$ cat config.mk
export PLATFORM = sky130hd
export DESIGN_NAME = fp_add_seq
export DESIGN_NICKNAME = d
export VERILOG_FILES = /design/src/rtl/fp_add_seq.sv
export SDC_FILE = /design/constraint.sdc
export NUM_CORES = 1
export LEC_CHECK = 0
export CAP_MARGIN = 15
export CELL_PAD_IN_SITES_DETAIL_PLACEMENT = 0
export CELL_PAD_IN_SITES_GLOBAL_PLACEMENT = 1
export CORE_MARGIN = 3
export CORE_UTILIZATION = 47
export CTS_BUF_LIST = sky130_fd_sc_hd__clkbuf_16
export DETAILED_ROUTE_END_ITERATION = 6
export PLACE_DENSITY = 0.85
export SYNTH_ARGS = -nofsm -noshare
export SYNTH_HDL_FRONTEND = slang
export SYNTH_SLANG_ARGS = --single-unit
$ cat constraint.sdc
create_clock -name clk -period 6 [get_ports clk]
set_input_delay 1.2 -clock clk [delete_from_list [all_inputs] [get_ports clk]]
set_output_delay 1.2 -clock clk [all_outputs]
set_load 0.03 [all_outputs]
$ cat src/rtl/fp_add_seq.sv
// Multi-cycle minifloat adder/subtractor: 1 sign, EXP_W exponent, MAN_W mantissa with hidden 1.
// Serial alignment and normalisation, one bit per cycle, behind a start/busy/done handshake.
`timescale 1ns/1ps
module fp_add_seq #(
  parameter int unsigned EXP_W = 3,
  parameter int unsigned MAN_W = 4,
  parameter int unsigned BIAS  = 3
) (
  input  logic                       clk,
  input  logic                       rst_n,
  input  logic                       start,
  input  logic                       sub,
  input  logic [EXP_W+MAN_W:0]       op_a,
  input  logic [EXP_W+MAN_W:0]       op_b,
  output logic                       busy,
  output logic                       done,
  output logic [EXP_W+MAN_W:0]       result,
  output logic                       ovf,
  output logic                       unf
);
  localparam int unsigned W     = 1 + EXP_W + MAN_W;
  localparam int unsigned SIG_W = MAN_W + 1;
  localparam logic [EXP_W-1:0] EXP_MAX = '1;

  // The bias never enters the datapath; it only has to be a legal biased exponent.
  if (BIAS == 0 || BIAS > ((1 << EXP_W) - 1)) begin : g_bad_bias
    $error("fp_add_seq: BIAS out of range for EXP_W");
  end

  typedef enum logic [2:0] {S_IDLE, S_ALIGN, S_ADD, S_NORM, S_DONE} state_e;

  state_e             state_q, state_d;
  logic [SIG_W-1:0]   x_q, x_d, y_q, y_d;
  logic [SIG_W:0]     s_q, s_d;
  logic [EXP_W-1:0]   exp_q, exp_d, cnt_q, cnt_d;
  logic               sign_x_q, sign_x_d, sign_y_q, sign_y_d;
  logic [W-1:0]       result_q, result_d;
  logic               ovf_q, ovf_d, unf_q, unf_d, busy_q, busy_d, done_q, done_d;

  logic [EXP_W-1:0]   ea, eb;
  logic [MAN_W-1:0]   ma, mb;
  logic               sa, sb, a_big;

  assign ea    = op_a[MAN_W +: EXP_W];
  assign eb    = op_b[MAN_W +: EXP_W];
  assign ma    = op_a[MAN_W-1:0];
  assign mb    = op_b[MAN_W-1:0];
  assign sa    = op_a[W-1];
  assign sb    = op_b[W-1] ^ sub;
  assign a_big = {ea, ma} >= {eb, mb};

  // Next-state and datapath
  always_comb begin
    state_d  = state_q;
    x_d      = x_q;
    y_d      = y_q;
    s_d      = s_q;
    exp_d    = exp_q;
    cnt_d    = cnt_q;
    sign_x_d = sign_x_q;
    sign_y_d = sign_y_q;
    result_d = result_q;
    ovf_d    = ovf_q;
    unf_d    = unf_q;
    unique case (state_q)
      S_IDLE: begin
        if (start) begin
          ovf_d = 1'b0;
          unf_d = 1'b0;
          if (ea == '0) begin
            result_d = (eb == '0) ? '0 : {sb, op_b[W-2:0]};
            state_d  = S_DONE;
          end else if (eb == '0) begin
            result_d = op_a;
            state_d  = S_DONE;
          end else begin
            x_d      = a_big ? {1'b1, ma} : {1'b1, mb};
            y_d      = a_big ? {1'b1, mb} : {1'b1, ma};
            sign_x_d = a_big ? sa : sb;
            sign_y_d = a_big ? sb : sa;
            exp_d    = a_big ? ea : eb;
            cnt_d    = a_big ? (ea - eb) : (eb - ea);
            state_d  = (cnt_d != '0) ? S_ALIGN : S_ADD;
          end
        end
      end
      S_ALIGN: begin
        y_d   = y_q >> 1;
        cnt_d = cnt_q - EXP_W'(1);
        if (cnt_q == EXP_W'(1)) state_d = S_ADD;
      end
      S_ADD: begin
        // X is never smaller than Y, so the difference cannot go negative
        s_d     = (sign_x_q == sign_y_q) ? ({1'b0, x_q} + {1'b0, y_q})
                                         : ({1'b0, x_q} - {1'b0, y_q});
        state_d = S_NORM;
      end
      S_NORM: begin
        if (s_q == '0) begin
          result_d = '0;
          state_d  = S_DONE;
        end else if (s_q[SIG_W]) begin
          if (exp_q == EXP_MAX) begin
            result_d = {sign_x_q, {(W-1){1'b1}}};
            ovf_d    = 1'b1;
            state_d  = S_DONE;
          end else begin
            s_d   = s_q >> 1;
            exp_d = exp_q + EXP_W'(1);
          end
        end else if (!s_q[SIG_W-1]) begin
          if (exp_q == EXP_W'(1)) begin
            result_d = '0;
            unf_d    = 1'b1;
            state_d  = S_DONE;
          end else begin
            s_d   = s_q << 1;
            exp_d = exp_q - EXP_W'(1);
          end
        end else begin
          result_d = {sign_x_q, exp_q, s_q[MAN_W-1:0]};
          state_d  = S_DONE;
        end
      end
      S_DONE:  state_d = S_IDLE;
      default: state_d = S_IDLE;
    endcase
    busy_d = (state_d != S_IDLE);
    done_d = (state_d == S_DONE);
  end

  always_ff @(posedge clk or negedge rst_n) begin
    if (!rst_n) begin
      state_q  <= S_IDLE;
      x_q      <= '0;
      y_q      <= '0;
      s_q      <= '0;
      exp_q    <= '0;
      cnt_q    <= '0;
      sign_x_q <= 1'b0;
      sign_y_q <= 1'b0;
      result_q <= '0;
      ovf_q    <= 1'b0;
      unf_q    <= 1'b0;
      busy_q   <= 1'b0;
      done_q   <= 1'b0;
    end else begin
      state_q  <= state_d;
      x_q      <= x_d;
      y_q      <= y_d;
      s_q      <= s_d;
      exp_q    <= exp_d;
      cnt_q    <= cnt_d;
      sign_x_q <= sign_x_d;
      sign_y_q <= sign_y_d;
      result_q <= result_d;
      ovf_q    <= ovf_d;
      unf_q    <= unf_d;
      busy_q   <= busy_d;
      done_q   <= done_d;
    end
  end

  assign busy   = busy_q;
  assign done   = done_q;
  assign result = result_q;
  assign ovf    = ovf_q;
  assign unf    = unf_q;
endmodule

==> flow_summary.ini, run 1 <==
[yosys]
yosys-top-cells-count = 39 x sky130_fd_sc_hd__dfrtp_1, 25 x sky130_fd_sc_hd__a21oi_1, 25 x sky130_fd_sc_hd__nand2_1, 25 x sky130_fd_sc_hd__nor2_1, 22 x sky130_fd_sc_hd__ha_1
synth.lib_cells_used.distinct = 53
ys_dominant_reg_cell = sky130_fd_sc_hd__dfrtp_1
synth.mux.area_fraction_pct = 11.15
synthSimpleGateAreaFrac_pct = 13.75
synthXorXnorAreaFrac_pct = 3.775
syn_area_um2 = 2784
synth_edf_count = 0
area_fraction_in_compound_gates_after_synthesis_pct = 19.87
syn-mean-instance-area_um2 = 9.567
ys_async_sr_fraction_pct = 100.0
netlist.top_cell.by_area = sky130_fd_sc_hd__dfrtp_1
post_synth_inst_count = 291
synth_top_area_share_pct = 35.06
synth_fp_nets = 336
synth-adder-area-share_pct = 12.04
ys_seq_elements = 39
synth.yosys.warnings = 0
synth_top_family_by_area = compound AO/OA/AOI/OAI gates
synth_area_leaders = sky130_fd_sc_hd__dfrtp_1 35%, sky130_fd_sc_hd__ha_1 9.9%, sky130_fd_sc_hd__mux2_2 6.5%
ys_seq_area_share_pct = 35.06
synth_most_common_cell = sky130_fd_sc_hd__dfrtp_1

[critical_path]
worst_setup_path_endpoint = exp_q[1]
worstPathRequired_ps = 6180
critPathCaptureType = flip-flop
timing.rr.start = sign_y_q
worstSetupPathDepth = 7
critical_path_arrival_ps = 4020
worst-r2r-setup-slack_ps = 3420
source_of_the_critical_timing_path = op_a[5]
critPathTopFamily = compound AO/OA/AOI/OAI gates
ff2ff_path_depth = 8
crit_path_max_fanout = 18
timing.critical_path.slowest_stage_cell = sky130_fd_sc_hd__a21oi_2
critical_path_class = input port to flip-flop
crit_chain = clkdlybuf4s50_1 > inv_1 > ha_1 > and4_1 > a21oi_2 > mux2_2 > a221oi_1
critical_path.max_stage_delay_ps = 840
worst-path-buf-inv = 2
reg2reg_to = s_q[4]
worstSetupStartpointType = input port

[cells_and_area]
drive_above_1_share_pct = 10.38
final_cell_area_um2 = 3259
num-nets-final = 362
antenna_cells = 0
area_delta_synth_final_pct = 17.08

[clocking]
clk_pin_slew_worst_paths_ps = 60
ctsHtreeMaxLevel = 2
cts_root_buffer = sky130_fd_sc_hd__clkbuf_16
clk_latency_ps = 280
post-cts-setup-buffer-count = 0
clock_tree_from_tritoncts = done
cts_resized = 0
cts_hold_buffers = 0
clkSinkCount = 39
clockBufferDepth = 2
tritoncts.num_buffers = 5

[routing]
wl_per_cell_um = 17.38
detail_route.wirelength_um = 6779
drcViolationCount = 0
vias_per_cell = 5.908
ant_nets = 0
vias = 2304
drt_iter0_drc = 157
first_pass_iters = 5

[timing]
final_sum_of_negative_setup_slack_ps = 0
fmax_mhz = 260.0
tightestPinTransition_ps = 1133
report.final.setup_viol = 0
skew_ps = 2.997
rsz_0062_raised_after_global_routing = false
final_critical_path_setup_slack_ps = 2155
hold_slack_ps = 480.7
final.min_clock_period_ps = 3845
timing_hold_violations_final = 0
max_slew_violation_count = 0
max-slew-margin-rel_pct = 24.47
finalCritPeriodShare_pct = 64.09

[power_and_ir_drop]
share_comb_of_total_power_pct = 57.1
power.clock.fraction_pct = 14.0
p_per_area_nw_per_um2 = 552.7
sequentialPowerShare_pct = 28.9
netSwitchingPower_w = 0.0007948
p_int_w = 0.001007
swShare_pct = 44.11
power.static_leakage_nw = 1.450
vdd.ir_drop.worst_v = 0.0002303

[floorplan]
floorplan.die_area_um2 = 6882
fp.coreArea_um2 = 5608
floorplan.die.width_um = 82.96
ios = 32
placementRows = 27
y_dimension_of_the_die_um = 82.96
initial_core_util_pct = 49.64

[placed_design]
weighted_congestion_at_the_end_of_routability_driven_global_placement = 0.9465
place_hpwl_um = 5062
placed_area_um2 = 3122
quantity_of_i_o_buffers_inserted_on_ports = 31
place_ws_ps = 1907

[global_routing]
antenna_found_initial = 0
grt_pass1_wl_um = 11360
via_count_of_the_first_global_routing_pass = 2219
global_router_s_overall_resource_usage_pct = 20.41
global_route.overflow_total = 0
maximum_number_of_pins_on_one_net_before_global_route_repair = 40

[outcome]
outcome = completed

[hold_path]
holdCritPathClass = flip-flop to flip-flop

[run]
maxCapViolations = 0
-- layout by cell type (no fill, tap or decap), types with 3 or more instances in the layout --
cell type | Yosys | layout
sky130_fd_sc_hd__clkbuf_16 | 0 | 5
sky130_fd_sc_hd__mux2_2 | 16 | 16
sky130_fd_sc_hd__fa_1 | 3 | 3
sky130_fd_sc_hd__mux2i_1 | 13 | 13
sky130_fd_sc_hd__xor2_1 | 6 | 6
sky130_fd_sc_hd__dfrtp_1 | 39 | 39
sky130_fd_sc_hd__o21ai_0 | 7 | 7
sky130_fd_sc_hd__nor3_1 | 5 | 5
sky130_fd_sc_hd__o221ai_1 | 4 | 4
sky130_fd_sc_hd__clkdlybuf4s50_1 | 0 | 30
sky130_fd_sc_hd__o21ai_1 | 6 | 6
sky130_fd_sc_hd__nor2_1 | 25 | 25
sky130_fd_sc_hd__nand3_1 | 8 | 8
sky130_fd_sc_hd__inv_1 | 17 | 19
sky130_fd_sc_hd__a21oi_1 | 25 | 25
sky130_fd_sc_hd__ha_1 | 22 | 22
sky130_fd_sc_hd__a211oi_1 | 4 | 4
sky130_fd_sc_hd__nor2b_1 | 5 | 5
sky130_fd_sc_hd__a221oi_1 | 8 | 8
sky130_fd_sc_hd__nand2_1 | 25 | 25
sky130_fd_sc_hd__xnor2_1 | 6 | 6
-- state kept, by name, summed over array words and instances, names as in the netlist --
name      cells
result        8
cnt_q         3
ovf           1
done          1
s_q           6
sign_x_q      1
x_q           5
y_q           5
busy          1
unf           1
exp_q         3
state_q       3
sign_y_q      1
-- cell families after synthesis --
| family | Yosys count |
|---|---|
| xor gates and xnor gates | 12 |
| DFF | 39 |
| buffers and inverters | 29 |
| adders and majority gates | 25 |
| and+or+nand+nor | 79 |
| muxes | 29 |
| AOI/OAI and AO/OA | 78 |
-- per-layer routing --
layer | share of wire [%] | track usage, % | up-vias
li1 | - | - | 1108
met1 | 47 | 29.69 | 1113
met2 | 46 | 31.71 | 75
met3 | 5.4 | 3.274 | 8
met4 | 1.4 | 5.052 | 0
met5 | 0 | 0 | -
-- how the worst min path moves through the flow --
| stage | from | endpoint | slack (ps) | cells after the start |
|---|---|---|---|---|
| floorplan | x_q[4] | x_q[4] | 440 | 1 |
| global placement | state_q[2] | busy | 470 | 1 |
| detailed placement | state_q[2] | busy | 470 | 1 |
| CTS | state_q[2] | busy | 480 | 1 |
| global route | state_q[2] | busy | 510 | 1 |
| finish | state_q[2] | busy | 480 | 1 |
-- power groups by stage --
stage          logic, W  registers (W)  clock network (W)
6_report        0.00103       0.000521           0.000251
5_1_grt         0.00115       0.000539           0.000267
4_1_cts         0.00104       0.000517           0.000256
3_5_place_dp    0.00103       0.000520                  0
3_3_place_gp    0.00101       0.000517                  0
2_1_floorplan  0.000737       0.000535                  0
-- final cells by class --
| cell class | instances | area [µm²] |
|---|---|---|
| timing repair buffer | 31 | 305.3 |
| fill | 552 | 2349 |
| multi-input combinational | 223 | 1687 |
| clock inverter | 3 | 12.51 |
| inverter | 17 | 63.81 |
| clock buffer | 5 | 125.1 |
| sequential | 39 | 975.9 |
| tap | 72 | 90.09 |
-- per-stage QoR --
step           util, %  total power [W]  std cells
2_1_floorplan        -         0.001273        291
3_3_place_gp     55.67         0.001527        382
3_5_place_dp     55.67         0.001550        382
4_1_cts          58.12         0.001810        390
5_1_grt          58.12         0.001958        390
6_report         58.12         0.001802        390
No activity file was read; power rests on OpenSTA's default activity.
==> run 2: changes to the inputs <==
--- a/config.mk
+++ b/config.mk
@@ -9,10 +9,10 @@
 export CELL_PAD_IN_SITES_DETAIL_PLACEMENT = 0
 export CELL_PAD_IN_SITES_GLOBAL_PLACEMENT = 1
 export CORE_MARGIN = 3
-export CORE_UTILIZATION = 47
+export CORE_UTILIZATION = 39
 export CTS_BUF_LIST = sky130_fd_sc_hd__clkbuf_16
 export DETAILED_ROUTE_END_ITERATION = 6
-export PLACE_DENSITY = 0.85
+export PLACE_DENSITY = 0.76
 export SYNTH_ARGS = -nofsm -noshare
 export SYNTH_HDL_FRONTEND = slang
 export SYNTH_SLANG_ARGS = --single-unit
==> constraint.sdc (replaced) <==
create_clock -name clk -period 3.4 [get_ports clk]
set_input_delay 0.68 -clock clk [delete_from_list [all_inputs] [get_ports clk]]
set_output_delay 0.68 -clock clk [all_outputs]
set_load 0.03 [all_outputs]
==> run 2 against run 1 <==
Net effect: sequential share of layout area down 0.64 points; flip-flop and latch count did not move; die area grew 19%; non-clock buffer count up 5; combinational power rose by 75%; clock power up 82%; sequential power grew 76%.
==> flow_summary.ini, run 2 (same netlist as run 1, synthesis figures left out) <==
[global_routing]
global_router_s_overall_resource_usage_pct = 17.72
global_route.overflow_total = 0
via_count_of_the_first_global_routing_pass = 2211
antenna_found_initial = 0
grt_pass1_wl_um = 11590
maximum_number_of_pins_on_one_net_before_global_route_repair = 40

[clocking]
tritoncts.num_buffers = 5
cts_root_buffer = sky130_fd_sc_hd__clkbuf_16
clkSinkCount = 39
ctsHtreeMaxLevel = 2
clk_pin_slew_worst_paths_ps = 60
clock_tree_from_tritoncts = done
clockBufferDepth = 2
post-cts-setup-buffer-count = 0
cts_hold_buffers = 0
clk_latency_ps = 290
cts_resized = 0

[timing]
fmax_mhz = 365.5
final_sum_of_negative_setup_slack_ps = 0
report.final.setup_viol = 0
final_critical_path_setup_slack_ps = 664.3
finalCritPeriodShare_pct = 80.46
skew_ps = 7.440
tightestPinTransition_ps = 904.6
timing_hold_violations_final = 0
final.min_clock_period_ps = 2736
max-slew-margin-rel_pct = 39.69
rsz_0062_raised_after_global_routing = false
max_slew_violation_count = 0

[power_and_ir_drop]
p_int_w = 0.001782
power.static_leakage_nw = 1.470
vdd.ir_drop.worst_v = 0.0003499
sequentialPowerShare_pct = 28.9
netSwitchingPower_w = 0.001392
swShare_pct = 43.86
p_per_area_nw_per_um2 = 953.0
share_comb_of_total_power_pct = 56.7
power.clock.fraction_pct = 14.4

[placed_design]
place_ws_ps = 375.6
place_hpwl_um = 5132
quantity_of_i_o_buffers_inserted_on_ports = 31
weighted_congestion_at_the_end_of_routability_driven_global_placement = 0.8280

[cells_and_area]
max_ffs_per_register = 8
area_delta_synth_final_pct = 19.64
finalCoreUtilization_pct = 48.49
drive_above_1_share_pct = 12.07
num-nets-final = 367
layout_common_cells = 39 x sky130_fd_sc_hd__dfrtp_1, 30 x sky130_fd_sc_hd__clkdlybuf4s50_1, 25 x sky130_fd_sc_hd__nor2_1, 25 x sky130_fd_sc_hd__a21oi_1, 25 x sky130_fd_sc_hd__nand2_1
mostFrequentLayoutCell = sky130_fd_sc_hd__dfrtp_1
antenna_cells = 0
final.fill_count = 653
multi_input_area_um2 = 1687
sequential_cell_area_um2 = 975.9

[routing]
detail_route.wirelength_um = 6845
drt_iter0_drc = 97
vias = 2254
first_pass_iters = 4
drcViolationCount = 0
ant_nets = 0
wl_per_cell_um = 16.34
vias_per_cell = 5.379

[critical_path]
critical_path.max_stage_delay_ps = 620
timing.critical_path.slowest_stage_cell = sky130_fd_sc_hd__clkdlybuf4s50_1
ff2ff_path_depth = 8
crit_chain = clkdlybuf4s50_1 > inv_1 > ha_1 > and4_1 > a21oi_2 > buf_4 > mux2i_1 > a221o_1
critical_path_arrival_ps = 2900
critical_path_class = input port to flip-flop
crit_path_max_fanout = 12
critPathCaptureType = flip-flop
worstSetupStartpointType = input port
worstPathRequired_ps = 3560

[floorplan]
floorplan.die.width_um = 90.49
initial_core_util_pct = 40.53
floorplan.die_area_um2 = 8188
fp.coreArea_um2 = 6869
y_dimension_of_the_die_um = 90.49
ios = 32
placementRows = 30

[run]
maxCapViolations = 0

[hold_path]
worstHoldPathCells = 2
holdCritPathClass = flip-flop to flip-flop

[outcome]
outcome = completed
## run 2: cell types whose count changed in the layout (fill, tap and decap cells not counted), sizes merged
| cell | delta |
|---|---|
| buf | +5 |
| clkinvlp | +1 |
| inv | -1 |
## run 2: worst max-delay path: cells and delay by family
family / cells / cell delay [ps]
compound gates: 2 / 500
fa+ha+maj: 1 / 360
buf+inv: 3 / 1020
mux: 1 / 110
simple gates: 1 / 220
## run 2: power by group through the flow
stage | clock [W] | sequential [W] | combinational, W
floorplan | 0 | 0.000945 | 0.00130
global placement | 0 | 0.000912 | 0.00178
detailed placement | 0 | 0.000919 | 0.00179
CTS | 0.000466 | 0.000911 | 0.00181
global route | 0.000489 | 0.000948 | 0.00202
finish | 0.000458 | 0.000918 | 0.00180
## run 2: through the flow
stage / total power (W) / hold WS (ps) / cells / area (µm²)
after floorplan: 0.002246 / 384.4 / 291 / 2784
after global placement: 0.002693 / 482.3 / 411 / 3189
after detailed placement: 0.002713 / 490.2 / 411 / 3189
after CTS: 0.003186 / 503.3 / 419 / 3331
after global routing: 0.003460 / 533.0 / 419 / 3331
final: 0.003174 / 504.9 / 419 / 3331
## run 2: path summary, 6_finish.rpt
path / startpoint / endpoint / slack (ps)
max: op_a[5] / cnt_q[2] / 660
max in group asynchronous: rst_n / y_q[2] / 2320
max reg2reg: sign_y_q / s_q[4] / 840
min in group asynchronous: rst_n / s_q[2] / 530
min reg2reg: ovf / ovf / 500
min: ovf / ovf / 500
## run 2: metal layers
metal,routed length [µm],up-vias,track usage [%]
met5,0,-,0
met4,60,0,4.974
met3,213,4,2.667
met2,3141,50,26.87
met1,3429,1081,26.07
li1,-,1119,-
## run 2: final cells by class
class	count	area share (%)
Multi-Input combinational cell	223	50.64
Sequential cell	39	29.30
Timing Repair Buffer	36	10.29
Clock buffer	5	3.757
Tap cell	96	3.606
Inverter	17	1.916
Clock inverter	3	0.4884
